===== config.mk =====
export PLATFORM = sky130hd
export DESIGN_NAME = btn_event_ctrl_flat
export DESIGN_NICKNAME = d
export VERILOG_FILES = /design/src/rtl/btn_event_ctrl_pkg.sv /design/src/rtl/btn_event_ctrl_if.sv /design/src/rtl/btn_event_ctrl_channel.sv /design/src/rtl/btn_event_ctrl.sv /design/src/flat_wrapper.sv
export SDC_FILE = /design/constraint.sdc
export NUM_CORES = 1
export LEC_CHECK = 0
export CORE_MARGIN = 10
export CORE_UTILIZATION = 55
export DETAILED_ROUTE_END_ITERATION = 10
export GPL_TIMING_DRIVEN = 1
export PLACE_DENSITY = 0.72
export SLEW_MARGIN = 20
export SYNTH_ARGS = -nofsm -noshare
export SYNTH_HDL_FRONTEND = slang
export SYNTH_SLANG_ARGS = --single-unit

===== constraint.sdc =====
create_clock -name clk -period 7.65 [get_ports clk]
set_input_delay 2.295 -clock clk [delete_from_list [all_inputs] [get_ports clk]]
set_output_delay 2.295 -clock clk [all_outputs]
set_load 0.005 [all_outputs]

===== src/rtl/btn_event_ctrl_pkg.sv =====
// Shared definitions for the front-panel button event controller.
//   KIND_*  : evt_kind encodings (press, release, long, repeat)
//   P_*     : bit positions of the per-button pending-event flags
//   id_w()  : width of an event id for a given button count
package btn_evt_pkg;

  localparam logic [1:0] KIND_PRESS   = 2'b00;
  localparam logic [1:0] KIND_RELEASE = 2'b01;
  localparam logic [1:0] KIND_LONG    = 2'b10;
  localparam logic [1:0] KIND_REPEAT  = 2'b11;

  localparam int unsigned P_PRESS = 0;
  localparam int unsigned P_REL   = 1;
  localparam int unsigned P_LONG  = 2;
  localparam int unsigned P_REP   = 3;

  function automatic int unsigned id_w(input int unsigned n);
    return (n < 2) ? 1 : $clog2(n);
  endfunction

endpackage


===== src/rtl/btn_event_ctrl_if.sv =====
// Event port of the button controller (valid/ready handshake).
//   evt_valid : event available          (master -> slave)
//   evt_ready : consumer accepts event   (slave -> master)
//   evt_id    : button index             (master -> slave)
//   evt_kind  : KIND_* encoding          (master -> slave)
// N_BTN must match the controller instance so evt_id widths agree.
interface btn_event_ctrl_if
  import btn_evt_pkg::*;
#(
  parameter int unsigned N_BTN = 4
) ();

  localparam int unsigned ID_W = id_w(N_BTN);

  logic            evt_valid;
  logic            evt_ready;
  logic [ID_W-1:0] evt_id;
  logic [1:0]      evt_kind;

  modport master (output evt_valid, output evt_id, output evt_kind, input evt_ready);
  modport slave  (input evt_valid, input evt_id, input evt_kind, output evt_ready);

endinterface


===== src/rtl/btn_event_ctrl_channel.sv =====
// One button channel: 2-FF synchroniser, debounce, hold timer, optional
// repeat timer, and the four pending-event flags.
//   clk, rst_n : clock, async active-low reset
//   raw_i      : raw button input (1 = pressed)
//   clr_i      : per-flag clear strobes from the arbiter (P_* positions)
//   level_o    : debounced level
//   pend_o     : pending flags (P_* positions)
//   drop_o     : an event was raised while its flag was already pending
// Macro BTN_AUTO_REPEAT_EN enables the repeat timer and repeat events.
module btn_channel
  import btn_evt_pkg::*;
#(
  parameter int unsigned DB_BITS   = 16,
  parameter int unsigned LONG_BITS = 24,
  parameter int unsigned REP_BITS  = 22
) (
  input  logic       clk,
  input  logic       rst_n,
  input  logic       raw_i,
  input  logic [3:0] clr_i,
  output logic       level_o,
  output logic [3:0] pend_o,
  output logic       drop_o
);

  localparam logic [LONG_BITS-1:0] HOLD_LAST = {{(LONG_BITS-1){1'b1}}, 1'b0};

  logic                 sync1_q, sync2_q, level_q;
  logic [DB_BITS-1:0]   db_q;
  logic [LONG_BITS-1:0] hold_q;
  logic [3:0]           pend_q, pend_d, set_d;
  logic                 toggle, long_hit, rep_hit;

  assign toggle   = (sync2_q != level_q) && (&db_q);
  // The increment that reaches all-ones is the single long event per press.
  assign long_hit = level_q && (hold_q == HOLD_LAST);

`ifdef BTN_AUTO_REPEAT_EN
  logic [REP_BITS-1:0] rep_q;
  // Runs only once the hold timer has saturated; fires when it wraps.
  assign rep_hit = level_q && (&hold_q) && (&rep_q);

  always_ff @(posedge clk or negedge rst_n) begin
    if (!rst_n)                    rep_q <= '0;
    else if (!level_q || long_hit) rep_q <= '0;
    else if (&hold_q)              rep_q <= rep_q + REP_BITS'(1);
  end
`else
  assign rep_hit = 1'b0;
`endif

  always_comb begin
    set_d          = '0;
    set_d[P_PRESS] = toggle && !level_q;
    set_d[P_REL]   = toggle && level_q;
    set_d[P_LONG]  = long_hit;
    set_d[P_REP]   = rep_hit;
    pend_d         = set_d | (pend_q & ~clr_i);
  end

  assign drop_o  = |(set_d & pend_q & ~clr_i);
  assign level_o = level_q;
  assign pend_o  = pend_q;

  always_ff @(posedge clk or negedge rst_n) begin
    if (!rst_n) begin
      sync1_q <= 1'b0;
      sync2_q <= 1'b0;
      level_q <= 1'b0;
      db_q    <= '0;
      hold_q  <= '0;
      pend_q  <= '0;
    end else begin
      sync1_q <= raw_i;
      sync2_q <= sync1_q;
      if (sync2_q == level_q) begin
        db_q <= '0;
      end else if (toggle) begin
        db_q    <= '0;
        level_q <= ~level_q;
      end else begin
        db_q <= db_q + DB_BITS'(1);
      end
      if (!level_q)      hold_q <= '0;
      else if (!(&hold_q)) hold_q <= hold_q + LONG_BITS'(1);
      pend_q <= pend_d;
    end
  end

endmodule


===== src/rtl/btn_event_ctrl.sv =====
// Front-panel button controller: N_BTN debounced channels whose pending
// events share one valid/ready event port through round-robin arbitration.
//   clk, rst_n : clock, async active-low reset
//   btn_raw    : raw button inputs (1 = pressed)
//   btn_level  : debounced levels
//   evt        : event port (master modport: evt_valid/evt_id/evt_kind out, evt_ready in)
//   evt_ovf    : sticky flag, an event was dropped
//   ovf_clr    : synchronous clear of evt_ovf (a same-cycle drop wins)
// Macro BTN_AUTO_REPEAT_EN (in btn_channel) enables auto-repeat events.
module btn_event_ctrl
  import btn_evt_pkg::*;
#(
  parameter int unsigned N_BTN     = 4,
  parameter int unsigned DB_BITS   = 16,
  parameter int unsigned LONG_BITS = 24,
  parameter int unsigned REP_BITS  = 22
) (
  input  logic              clk,
  input  logic              rst_n,
  input  logic [N_BTN-1:0]  btn_raw,
  output logic [N_BTN-1:0]  btn_level,
  btn_event_ctrl_if.master  evt,
  output logic              evt_ovf,
  input  logic              ovf_clr
);

  localparam int unsigned ID_W = id_w(N_BTN);

  logic [3:0]      pend [N_BTN];
  logic [3:0]      clr  [N_BTN];
  logic [N_BTN-1:0] drop;

  logic            valid_q, ovf_q;
  logic [ID_W-1:0] id_q, rr_q, sel_id;
  logic [1:0]      kind_q, sel_kind;
  logic [1:0]      sel_bit;
  logic            found, load;

  for (genvar g = 0; g < N_BTN; g++) begin : g_ch
    btn_channel #(
      .DB_BITS  (DB_BITS),
      .LONG_BITS(LONG_BITS),
      .REP_BITS (REP_BITS)
    ) u_ch (
      .clk    (clk),
      .rst_n  (rst_n),
      .raw_i  (btn_raw[g]),
      .clr_i  (clr[g]),
      .level_o(btn_level[g]),
      .pend_o (pend[g]),
      .drop_o (drop[g])
    );
  end

  assign load = !valid_q || evt.evt_ready;

  // Round-robin search starting at rr_q, then fixed kind priority in the winner.
  always_comb begin
    logic [ID_W-1:0] cand;
    found    = 1'b0;
    sel_id   = '0;
    sel_bit  = 2'(P_REL);
    sel_kind = KIND_RELEASE;
    for (int unsigned k = 0; k < N_BTN; k++) begin
      int unsigned idx;
      idx = 32'(rr_q) + k;
      if (idx >= N_BTN) idx = idx - N_BTN;
      cand = ID_W'(idx);
      if (!found && (|pend[cand])) begin
        found  = 1'b1;
        sel_id = cand;
      end
    end
    if (pend[sel_id][P_PRESS]) begin
      sel_bit  = 2'(P_PRESS);
      sel_kind = KIND_PRESS;
    end else if (pend[sel_id][P_LONG]) begin
      sel_bit  = 2'(P_LONG);
      sel_kind = KIND_LONG;
    end else if (pend[sel_id][P_REP]) begin
      sel_bit  = 2'(P_REP);
      sel_kind = KIND_REPEAT;
    end
    for (int unsigned c = 0; c < N_BTN; c++) clr[c] = '0;
    if (load && found) clr[sel_id][sel_bit] = 1'b1;
  end

  always_ff @(posedge clk or negedge rst_n) begin
    if (!rst_n) begin
      valid_q <= 1'b0;
      id_q    <= '0;
      kind_q  <= '0;
      rr_q    <= '0;
      ovf_q   <= 1'b0;
    end else begin
      if (load) begin
        valid_q <= found;
        if (found) begin
          id_q   <= sel_id;
          kind_q <= sel_kind;
          rr_q   <= (32'(sel_id) == N_BTN - 1) ? '0 : sel_id + ID_W'(1);
        end
      end
      if (|drop)        ovf_q <= 1'b1;
      else if (ovf_clr) ovf_q <= 1'b0;
    end
  end

  assign evt.evt_valid = valid_q;
  assign evt.evt_id    = id_q;
  assign evt.evt_kind  = kind_q;
  assign evt_ovf       = ovf_q;

endmodule


===== src/flat_wrapper.sv =====
// flat-port wrapper written by rule: the top's interface ports become plain ports
module btn_event_ctrl_flat import btn_evt_pkg::*;
#(
  parameter int unsigned N_BTN     = 4,
  parameter int unsigned DB_BITS   = 16,
  parameter int unsigned LONG_BITS = 24,
  parameter int unsigned REP_BITS  = 22
)
  (clk, rst_n, btn_raw, btn_level, evt_ovf, ovf_clr, evt_evt_valid, evt_evt_id, evt_evt_kind, evt_evt_ready);
  btn_event_ctrl_if #(.N_BTN(N_BTN)) evt_i ();
  input  logic clk;
  input  logic rst_n;
  input  logic [N_BTN-1:0] btn_raw;
  output logic [N_BTN-1:0] btn_level;
  output logic evt_ovf;
  input  logic ovf_clr;
  output wire logic [$bits(evt_i.evt_valid)-1:0] evt_evt_valid;
  output wire logic [$bits(evt_i.evt_id)-1:0] evt_evt_id;
  output wire logic [$bits(evt_i.evt_kind)-1:0] evt_evt_kind;
  input wire logic [$bits(evt_i.evt_ready)-1:0] evt_evt_ready;
  assign evt_evt_valid = evt_i.evt_valid;
  assign evt_evt_id = evt_i.evt_id;
  assign evt_evt_kind = evt_i.evt_kind;
  assign evt_i.evt_ready = evt_evt_ready;
  btn_event_ctrl #(.N_BTN(N_BTN), .DB_BITS(DB_BITS), .LONG_BITS(LONG_BITS), .REP_BITS(REP_BITS)) u_core (.clk(clk), .rst_n(rst_n), .btn_raw(btn_raw), .btn_level(btn_level), .evt(evt_i), .evt_ovf(evt_ovf), .ovf_clr(ovf_clr));
endmodule

# After elaboration in Yosys (flattened, before gate mapping)

Cells that the tools add are included.

Mux-type cells: 54
Reductions and logical operators: 50
Eq/ne operators: 17
$lt $le $gt $ge: 12
Bitwise operators: 33
$add $sub $neg: 16

Operators with widths:

| cell                                                             | number |
|---|---|
| 24-bit two-way mux                                               | 8 |
| 16-bit two-way mux                                               | 9 |
| 24-bit by 1-bit adder with 24-bit output (second input constant) | 4 |
| 24-bit equality test (second input constant)                     | 4 |
| 24-bit AND reduction                                             | 4 |
| 16-bit by 1-bit adder with 16-bit output (second input constant) | 4 |
| 16-bit AND reduction                                             | 4 |
| 4-bit two-way mux                                                | 11 |
| 4-bit binary-select mux with 2-bit select                        | 5 |
| 4-bit AND                                                        | 8 |
| 3-bit >= comparator (second input constant)                      | 8 |
| 2-bit two-way mux                                                | 12 |
| 1-bit logical AND                                                | 22 |
| 3-bit by 4-bit AND with 4-bit output                             | 4 |
| 4-bit inverter                                                   | 4 |
| 3-bit by 4-bit bitwise OR with 4-bit output                      | 4 |
| 16-bit OR reduction                                              | 1 |
| 4-bit OR reduction                                               | 4 |
| 2-bit inverter with 3-bit output                                 | 5 |
| 2-bit AND reduction                                              | 5 |
| 4-bit demux with 2-bit select                                    | 1 |
| 1-bit logical NOT                                                | 8 |
| 2-bit inequality test (second input constant)                    | 4 |
| 1-bit inverter                                                   | 8 |
| other kinds (15)                                                 | 31 |

Register bits: 196
Bits of input ports: 8

# Longest topological paths before layout

Gate-level depths: netlist of the first run.

Depth after elaboration: 35
Mapped depth: 12
Depth with buffers taken out: 11

# Cells and area by module

A second synthesis of the first run with hierarchy kept.

Cells, all modules: 1039
Area, all modules: 10133.5 µm²

By module, submodules not included:

| module         | cells an instance | area an instance (µm²) | instances |
|---|---|---|---|
| btn_channel    | 237               | 2336.0                 | 4 |
| btn_event_ctrl | 91                | 789.5                  | 1 |

# Least setup slack after synthesis of the first run

No wires, ideal clock.

Path type: input -> register
From: input port evt_evt_ready
To: register u_core.ovf_q (netlist: u_core.evt_ovf)
Path slack: 3628 ps
Buffers on the path: 1
Setup time: 131 ps
Stages on the path: 9
Required time: 7519 ps
Arrival: 3891 ps
Cell sequence: nand2b_1 > o41a_1 > buf_2 > nand2_1 > a22o_1 > a211o_1 > a211oi_1 > nand4_1 > or3_1

Word-level cells in the longest chain between the ends: 7
Elaborated cells on any way between the ends: 14
Classes of those cells: mux (2); bitwise (8); reduce/logical (4)

RTL lines:

| element                                                        | RTL line                     | RTL |
|---|---|---|
| from (decl)                                                    | flat_wrapper.sv:20           | `input wire logic [$bits(evt_i.evt_ready)-1:0] evt_evt_ready;` |
| 1-bit logical OR (*)                                           | btn_event_ctrl.sv:55         | `assign load = !valid_q \|\| evt.evt_ready;` |
| 1-bit logical AND (*)                                          | btn_event_ctrl.sv:85         | `if (load && found) clr[sel_id][sel_bit] = 1'b1;` |
| 16-bit two-way mux (*)                                         | btn_event_ctrl.sv:85         |  |
| 4-bit inverter                                                 | btn_event_ctrl_channel.sv:61 | `assign drop_o = \|(set_d & pend_q & ~clr_i);` |
| 4-bit AND                                                      | btn_event_ctrl_channel.sv:61 |  |
| 16-bit OR reduction (*)                                        | btn_event_ctrl.sv:104        | `if (\|drop) ovf_q <= 1'b1;` |
| 1-bit two-way mux / 2-bit nonzero test (equally long branches) | n/a                          |  |
| to (signal assigned)                                           | btn_event_ctrl.sv:94         | `ovf_q <= 1'b0;` |
| to (signal assigned)                                           | btn_event_ctrl.sv:104        |  |
| to (signal assigned)                                           | btn_event_ctrl.sv:105        | `else if (ovf_clr) ovf_q <= 1'b0;` |
| to (decl)                                                      | btn_event_ctrl.sv:33         | `logic valid_q, ovf_q;` |

Mark *: on every way between the ends. The rest lies on a longest branch, timed or not.
A chain may end at the register's enable or synchronous reset.

# Worst setup path after layout of the first run

Ends and elaborated chain as after synthesis.

==> results of run 1 <==
==> final cells by class <==
| type | instances | area (um^2) | share of cell area (%) |
|---|---|---|---|
| Multi-Input combinational cell | 755 | 4800 | 43.99 |
| Timing Repair Buffer | 21 | 203.9 | 1.869 |
| Inverter | 26 | 102.6 | 0.9404 |
| Clock inverter | 12 | 180.2 | 1.651 |
| Sequential cell | 196 | 4905 | 44.95 |
| Tap cell | 229 | 286.5 | 2.626 |
| Clock buffer | 19 | 432.9 | 3.968 |
==> cell usage in the layout (no fill, tap or decap), types with 6 or more instances in the layout <==
master and count:
or3_1 16, xor2_1 50, and4_1 21, and3_1 25, ha_1 16, inv_1 24
nand3_1 59, nand2_1 91, nand2b_1 11, a21oi_1 11, xnor2_1 78, nor2b_1 10
o21ai_0 41, clkdlybuf4s50_1 16, and2_1 82, nor4_1 7, nor3_1 19, nor2_1 96
nand4_1 35, dfrtp_1 196, a31oi_1 6, clkbuf_16 17, a21boi_0 10
==> flip-flops by register name, summed over array words and instances (netlist names) <==
name / count
u_core.evt.evt_id: 2
u_core.g_ch.u_ch.db_q: 64
u_core.g_ch.u_ch.hold_q: 96
u_core.g_ch.u_ch.pend_o: 16
u_core.rr_q: 2
u_core.evt_ovf: 1
u_core.g_ch.u_ch.sync1_q: 4
u_core.g_ch.u_ch.level_o: 4
u_core.evt.evt_valid: 1
u_core.g_ch.u_ch.sync2_q: 4
u_core.evt.evt_kind: 2
==> metal layers <==
metal  GRT usage [%]  share of wire (%)
met1           22.41                 50
met2           24.33                 45
met3           2.967                3.0
met4           5.128                1.3
met5               0                  0
==> through the flow <==
stage	utilization (%)	std cells	hold WS, ps
floorplan	-	1003	331.2
global placement	57.70	1227	343.5
detailed placement	57.72	1227	337.1
CTS	61.15	1258	353.6
global route	61.15	1258	364.7
finish	61.15	1258	351.6
==> worst max-delay path, cell delays in order <==
cell	delay (ps)
clkdlybuf4s50_1	440
nand2b_1	160
o41a_1	430
nand2_1	210
a22o_1	230
a211o_1	270
a211oi_1	230
nand4_1	100
or3_1	370
==> final timing paths <==
path,cells past startpoint,from,to
min in group asynchronous,1,rst_n,u_core.g_ch[1].u_ch.hold_q[20]$_DFFE_PN0P_
hold reg to reg,0,u_core.g_ch[0].u_ch.sync1_q$_DFF_PN0_,u_core.g_ch[0].u_ch.sync2_q$_DFF_PN0_
max in group asynchronous,2,rst_n,u_core.g_ch[0].u_ch.hold_q[5]$_DFFE_PN0P_
hold / removal,0,u_core.g_ch[0].u_ch.sync1_q$_DFF_PN0_,u_core.g_ch[0].u_ch.sync2_q$_DFF_PN0_
setup / recovery,9,evt_evt_ready,u_core.evt_ovf$_DFFE_PN0P_
setup reg to reg,10,u_core.g_ch[0].u_ch.pend_o[0]$_DFF_PN0_,u_core.evt_ovf$_DFFE_PN0P_
==> cells by family (layout without fill, tap and decap cells) <==
group                      count (synthesis)  count (layout)
xor gates and xnor gates                 128             128
muxes                                      8               8
DFF                                      196             196
and+or+nand+nor                          488             488
adders and majority gates                 16              16
AOI/OAI and AO/OA                        115             115
buffers and inverters                     52              78
==> power by group through the flow <==
stage / clock network (mW) / registers, mW / logic [mW]
CTS: 0.951 / 1.12 / 0.638
detailed placement: 0 / 1.14 / 0.633
global route: 0.994 / 1.13 / 0.713
finish: 0.927 / 1.12 / 0.648
global placement: 0 / 1.14 / 0.639
floorplan: 0 / 1.13 / 0.461
==> metrics.md, run 1 <==
| Metric | Value |
|---|---|
| Status | completed |
| Final HPWL DP | 12520 um |
| Switching share of power | 31.81% |
| Slew HR | 39.58% |
| GP Congestion | 0.8738 |
| Fmax | 226.2 MHz |
| Htree depth | 4 |
| Starting DRT DRC Count | 484 |
| Final Cycle Share | 57.78% |
| Adder-cell area share of the yosys netlist | 2.018% |
| Synth area leader | dfrtp_1 |
| Synth area leaders | dfrtp_1 49%, xnor2_1 6.9%, and2_1 5.2%, xor2_1 4.4%, nor2_1 3.6% |
| Total GRT Usage | 15.94% |
| RSZ-0062 raised after global routing | false |
| DRC | 0 |
| Final Hold Vio Count | 0 |
| Vias per Instance | 5.591 |
| Area Overhead vs Synth | 10.00% |
| Final Cell Area | 10910 um^2 |
| Logic pwr share | 24.0% |
| Worst setup EP type | register |
| Final wirelength | 18280 um |
| Crit path DAT | 4730 ps |
| Compound-Gate Fraction of Synth Area | 8.187% |
| Measured slew at the worst slew-check pin | 906.2 ps |
| Initial core utilization | 55.59% |
| Clock Sinks | 196 |
| Total Power | 2.699 mW |
| Largest family of logic cells by synthesized area | simple AND/OR/NAND/NOR gates |
| Mapped Area | 9918 um^2 |
| Fin nets | 1041 |
| Number of global-route vias before repair | 6836 |
| DRT Pass-1 Iters | 5 |
| Crit-path max FO | 10 |
| Buffers added on ports | 17 |
| Root buffer cell | clkbuf_16 |
| Antenna violation net count after detailed routing | 0 |
| Cell leakage power | 4.811 nW |
| Post-CTS Resized | 0 |
| Synth Register Bits | 196 |
| Cell area after placement | 10300 um^2 |
| Sequential power share | 41.6% |
| Yosys warnings | 0 |
| Sequential area share after synthesis | 49.45% |
| Sw power | 858.4 uW |
| Post-synth top flop | dfrtp_1 |
| CTS tree | yes |
| CP required | 7960 ps |
| Synth Area in XOR/XNOR | 11.30% |
| Area of the core | 17840 um^2 |
| Vias | 7034 |
| Fillcell total | 1493 |
| Cell Pwr Density | 247.3 nW/um^2 |
| Distinct cells, synth | 63 |
| Final worst slack | 3230 ps |
| Worst vdd ir | 0.0001729 V |
| Worst hold-check path type | register to register |
| Worst Setup Path Type | primary input to register |
| Clock Skew | 12.93 ps |
| Setup TNS | 0 ps |
| Share of the synthesized area in the top cell type | 49.45% |
| # IOs | 18 |
| Rows | 49 |
| Die height | 154.3 um |
| CTS buffer count | 17 |
| Layout cells sized above 1 | 5.248% |
| Die area | 23800 um^2 |
| Post-CTS setup buffers | 0 |
| Final setup fails | 0 |
| Die width | 154.3 um |
| Wire length of the first global-routing pass | 32320 um |
| Avg WL per Cell | 14.53 um |
| Max cap viols | 0 |
| Count leader, synth | dfrtp_1 |
| Fin. max-slew vios | 0 |
| Clk pwr share | 34.4% |
| GRT overflow | 0 |
| Initial antenna violation count | 0 |
| Maximum clock insertion buffer count | 2 |
| Post-Syn Instances | 1003 |
| Post-synth ARST share | 100.0% |
| Clk slew on worst S/H paths | 70 ps |
| Final min period | 4420 ps |
| Place WS | 2797 ps |
| Largest net degree at the start of global routing | 74 |
| R2R setup slack | 4220 ps |
| Post-synthesis mux area share | 0.8704% |
| Mapped Nets | 1027 |
| ANT cells | 0 |
| Synth Area in Simple Gates | 25.97% |
| Startpoint Class | primary input |
| Syn Area/Cell | 9.889 um^2 |
| Worst skew pair latency | 430 ps |
| EDFF count, synth | 0 |
| Most common library cells after synthesis | 196 x dfrtp_1, 96 x nor2_1, 91 x nand2_1 |
| Cts hold-fix bufs | 0 |
| Internal cell power | 1.840 mW |
Power figures use the tool's default switching activity.
==> inputs of run 2 (changes only) <==
--- a/config.mk
+++ b/config.mk
@@ -9,7 +9,7 @@
 export CORE_UTILIZATION = 55
 export DETAILED_ROUTE_END_ITERATION = 10
 export GPL_TIMING_DRIVEN = 1
-export PLACE_DENSITY = 0.72
+export PLACE_DENSITY = 0.74
 export SLEW_MARGIN = 20
 export SYNTH_ARGS = -nofsm -noshare
 export SYNTH_HDL_FRONTEND = slang
==> constraint.sdc (replaced) <==
create_clock -name clk -period 3.65 [get_ports clk]
set_input_delay 1.095 -clock clk [delete_from_list [all_inputs] [get_ports clk]]
set_output_delay 1.095 -clock clk [all_outputs]
set_load 0.005 [all_outputs]
==> run 2 against run 1 <==
Worst setup slack got worse by 3000 ps. Sequential share of layout area decreased by 0.21 points. Hold slack improved by 19 ps. Sequential power increased by 110%. Utilization increased by 0.28 points. Critical path depth increased by 1. Non-clock buffer count increased by 5. Cell count increased by 0.32%. Die area unchanged. Critical endpoint unchanged. Largest cell class unchanged. Largest power group unchanged.
==> metrics.md, run 2 (synthesis results as in run 1) <==
| Metric | Value |
|---|---|
| CTS buffer count | 17 |
| Worst skew pair latency | 420 ps |
| Final worst slack | 265.2 ps |
| Worst hold-check path type | register to register |
| R2R setup slack | 270 ps |
| Area taken by multi-input logic gates | 4800 um^2 |
| Status | completed |
| Maximum clock insertion buffer count | 2 |
| # IOs | 18 |
| Crit path DAT | 3680 ps |
| Cts hold-fix bufs | 0 |
| Fin. max-slew vios | 0 |
| Final wirelength | 18590 um |
| Clk slew on worst S/H paths | 70 ps |
| Cell Pwr Density | 516.9 nW/um^2 |
| Fin nets | 1046 |
| Buffers added on ports | 17 |
| Wire length of the first global-routing pass | 31840 um |
| Startpoint Class | register |
| Launch point of the worst path | u_core.g_ch[3].u_ch.pend_o[0]$_DFF_PN0_ |
| FF-to-FF path depth | 10 |
| Initial antenna violation count | 0 |
| Final min period | 3385 ps |
| Seq. cell area | 4905 um^2 |
| Die width | 154.3 um |
| Clock Sinks | 196 |
| Max cap viols | 0 |
| Final Hold Vio Count | 0 |
| Initial core utilization | 55.59% |
| CTS tree | yes |
| Final HPWL DP | 12430 um |
| Number of global-route vias before repair | 6792 |
| Vias per Instance | 5.601 |
| Avg WL per Cell | 14.73 um |
| Area of the core | 17840 um^2 |
| Die area | 23800 um^2 |
| DRT Pass-1 Iters | 5 |
| Worst vdd ir | 0.0004232 V |
| Rows | 49 |
| Slew HR | 45.11% |
| DRC | 0 |
| GP Congestion | 0.8691 |
| Fillcell total | 1448 |
| Final Cycle Share | 92.74% |
| Clock Skew | 7.154 ps |
| Area Overhead vs Synth | 10.51% |
| Cell leakage power | 4.835 nW |
| Top reg by flops | u_core.g_ch.u_ch.hold_q |
| Htree depth | 4 |
| Post-CTS Resized | 0 |
| Starting DRT DRC Count | 595 |
| Layout cells sized above 1 | 5.615% |
| ANT cells | 0 |
| Total GRT Usage | 15.62% |
| Worst setup path endpoint | u_core.evt_ovf$_DFFE_PN0P_ |
| Fmax | 295.4 MHz |
| Worst setup EP type | register |
| Place WS | 252.3 ps |
| Final setup fails | 0 |
| Most frequent cells in the layout | 196 x dfrtp_1, 96 x nor2_1, 91 x nand2_1, 82 x and2_1, 78 x xnor2_1 |
| Worst Setup Path Type | register to register |
| RSZ-0062 raised after global routing | false |
| Root buffer cell | clkbuf_16 |
| Most common cell after layout, fill and taps aside | dfrtp_1 |
| Largest net degree at the start of global routing | 79 |
| Reg2reg start | u_core.g_ch[3].u_ch.pend_o[0]$_DFF_PN0_ |
| GRT overflow | 0 |
| Vias | 7068 |
| Post-CTS setup buffers | 0 |
| Die height | 154.3 um |
| Reg2reg end | u_core.evt_ovf$_DFFE_PN0P_ |
| Crit-path max FO | 11 |
| Antenna violation net count after detailed routing | 0 |
| Largest register FFs | 96 |
| CP required | 3950 ps |
| Setup TNS | 0 ps |
| Measured slew at the worst slew-check pin | 815.8 ps |
[run 2: metal layers]
metal / GRT usage [%] / wire, um
met4: 4.723 / 271
met2: 24.98 / 8564
met3: 3.466 / 688
met5: 0 / 0
met1: 20.73 / 9062
[run 2: critical path, stage by stage, from the launching register on]
cell      delay [ps]
dfrtp_1          430
or4_1            630
o32a_2           510
inv_4            140
ha_1             150
nand2_1          150
a22o_1           230
a211o_1          270
a211oi_1         260
nand4_1          100
or3_1            380
[run 2: worst min path at each step]
stage                                          startpoint                                    end  depth (start not counted)  slack, ps
floorplan           u_core.g_ch[0].u_ch.sync1_q$_DFF_PN0_  u_core.g_ch[0].u_ch.sync2_q$_DFF_PN0_                          0        330
global placement    u_core.g_ch[3].u_ch.sync1_q$_DFF_PN0_  u_core.g_ch[3].u_ch.sync2_q$_DFF_PN0_                          0        360
detailed placement  u_core.g_ch[2].u_ch.sync1_q$_DFF_PN0_  u_core.g_ch[2].u_ch.sync2_q$_DFF_PN0_                          0        360
CTS                 u_core.g_ch[2].u_ch.sync1_q$_DFF_PN0_  u_core.g_ch[2].u_ch.sync2_q$_DFF_PN0_                          0        380
global route        u_core.g_ch[2].u_ch.sync1_q$_DFF_PN0_  u_core.g_ch[2].u_ch.sync2_q$_DFF_PN0_                          0        380
finish              u_core.g_ch[2].u_ch.sync1_q$_DFF_PN0_  u_core.g_ch[2].u_ch.sync2_q$_DFF_PN0_                          0        370
[run 2: power breakdown]
group	switching (mW)	internal, mW	total, mW
Combinational	0.914	0.488	1.40
Sequential	0.0960	2.26	2.36
Clock	0.781	1.13	1.91
Total	1.79	3.88	5.67
[run 2: per-stage QoR]
stage                     cell area, um^2  std cells  util, %  hold slack (ps)  power (mW)
after floorplan                      9918       1003        -            331.2       3.335
after global routing                10960       1262    61.43            384.3       5.922
final                               10960       1262    61.43            370.8       5.666
after CTS                           10960       1262    61.43            377.0       5.682
after detailed placement            10360       1232    58.07            361.6       3.758
after global placement              10360       1232    58.05            362.5       3.751
[run 2: area by class of cell]
type,count,share of cell area (%)
Clock buffer,22,4.326
Tap cell,229,2.614
Multi-Input combinational cell,755,43.79
Timing Repair Buffer,26,2.432
Clock inverter,8,1.153
Inverter,26,0.9361
Sequential cell,196,44.75
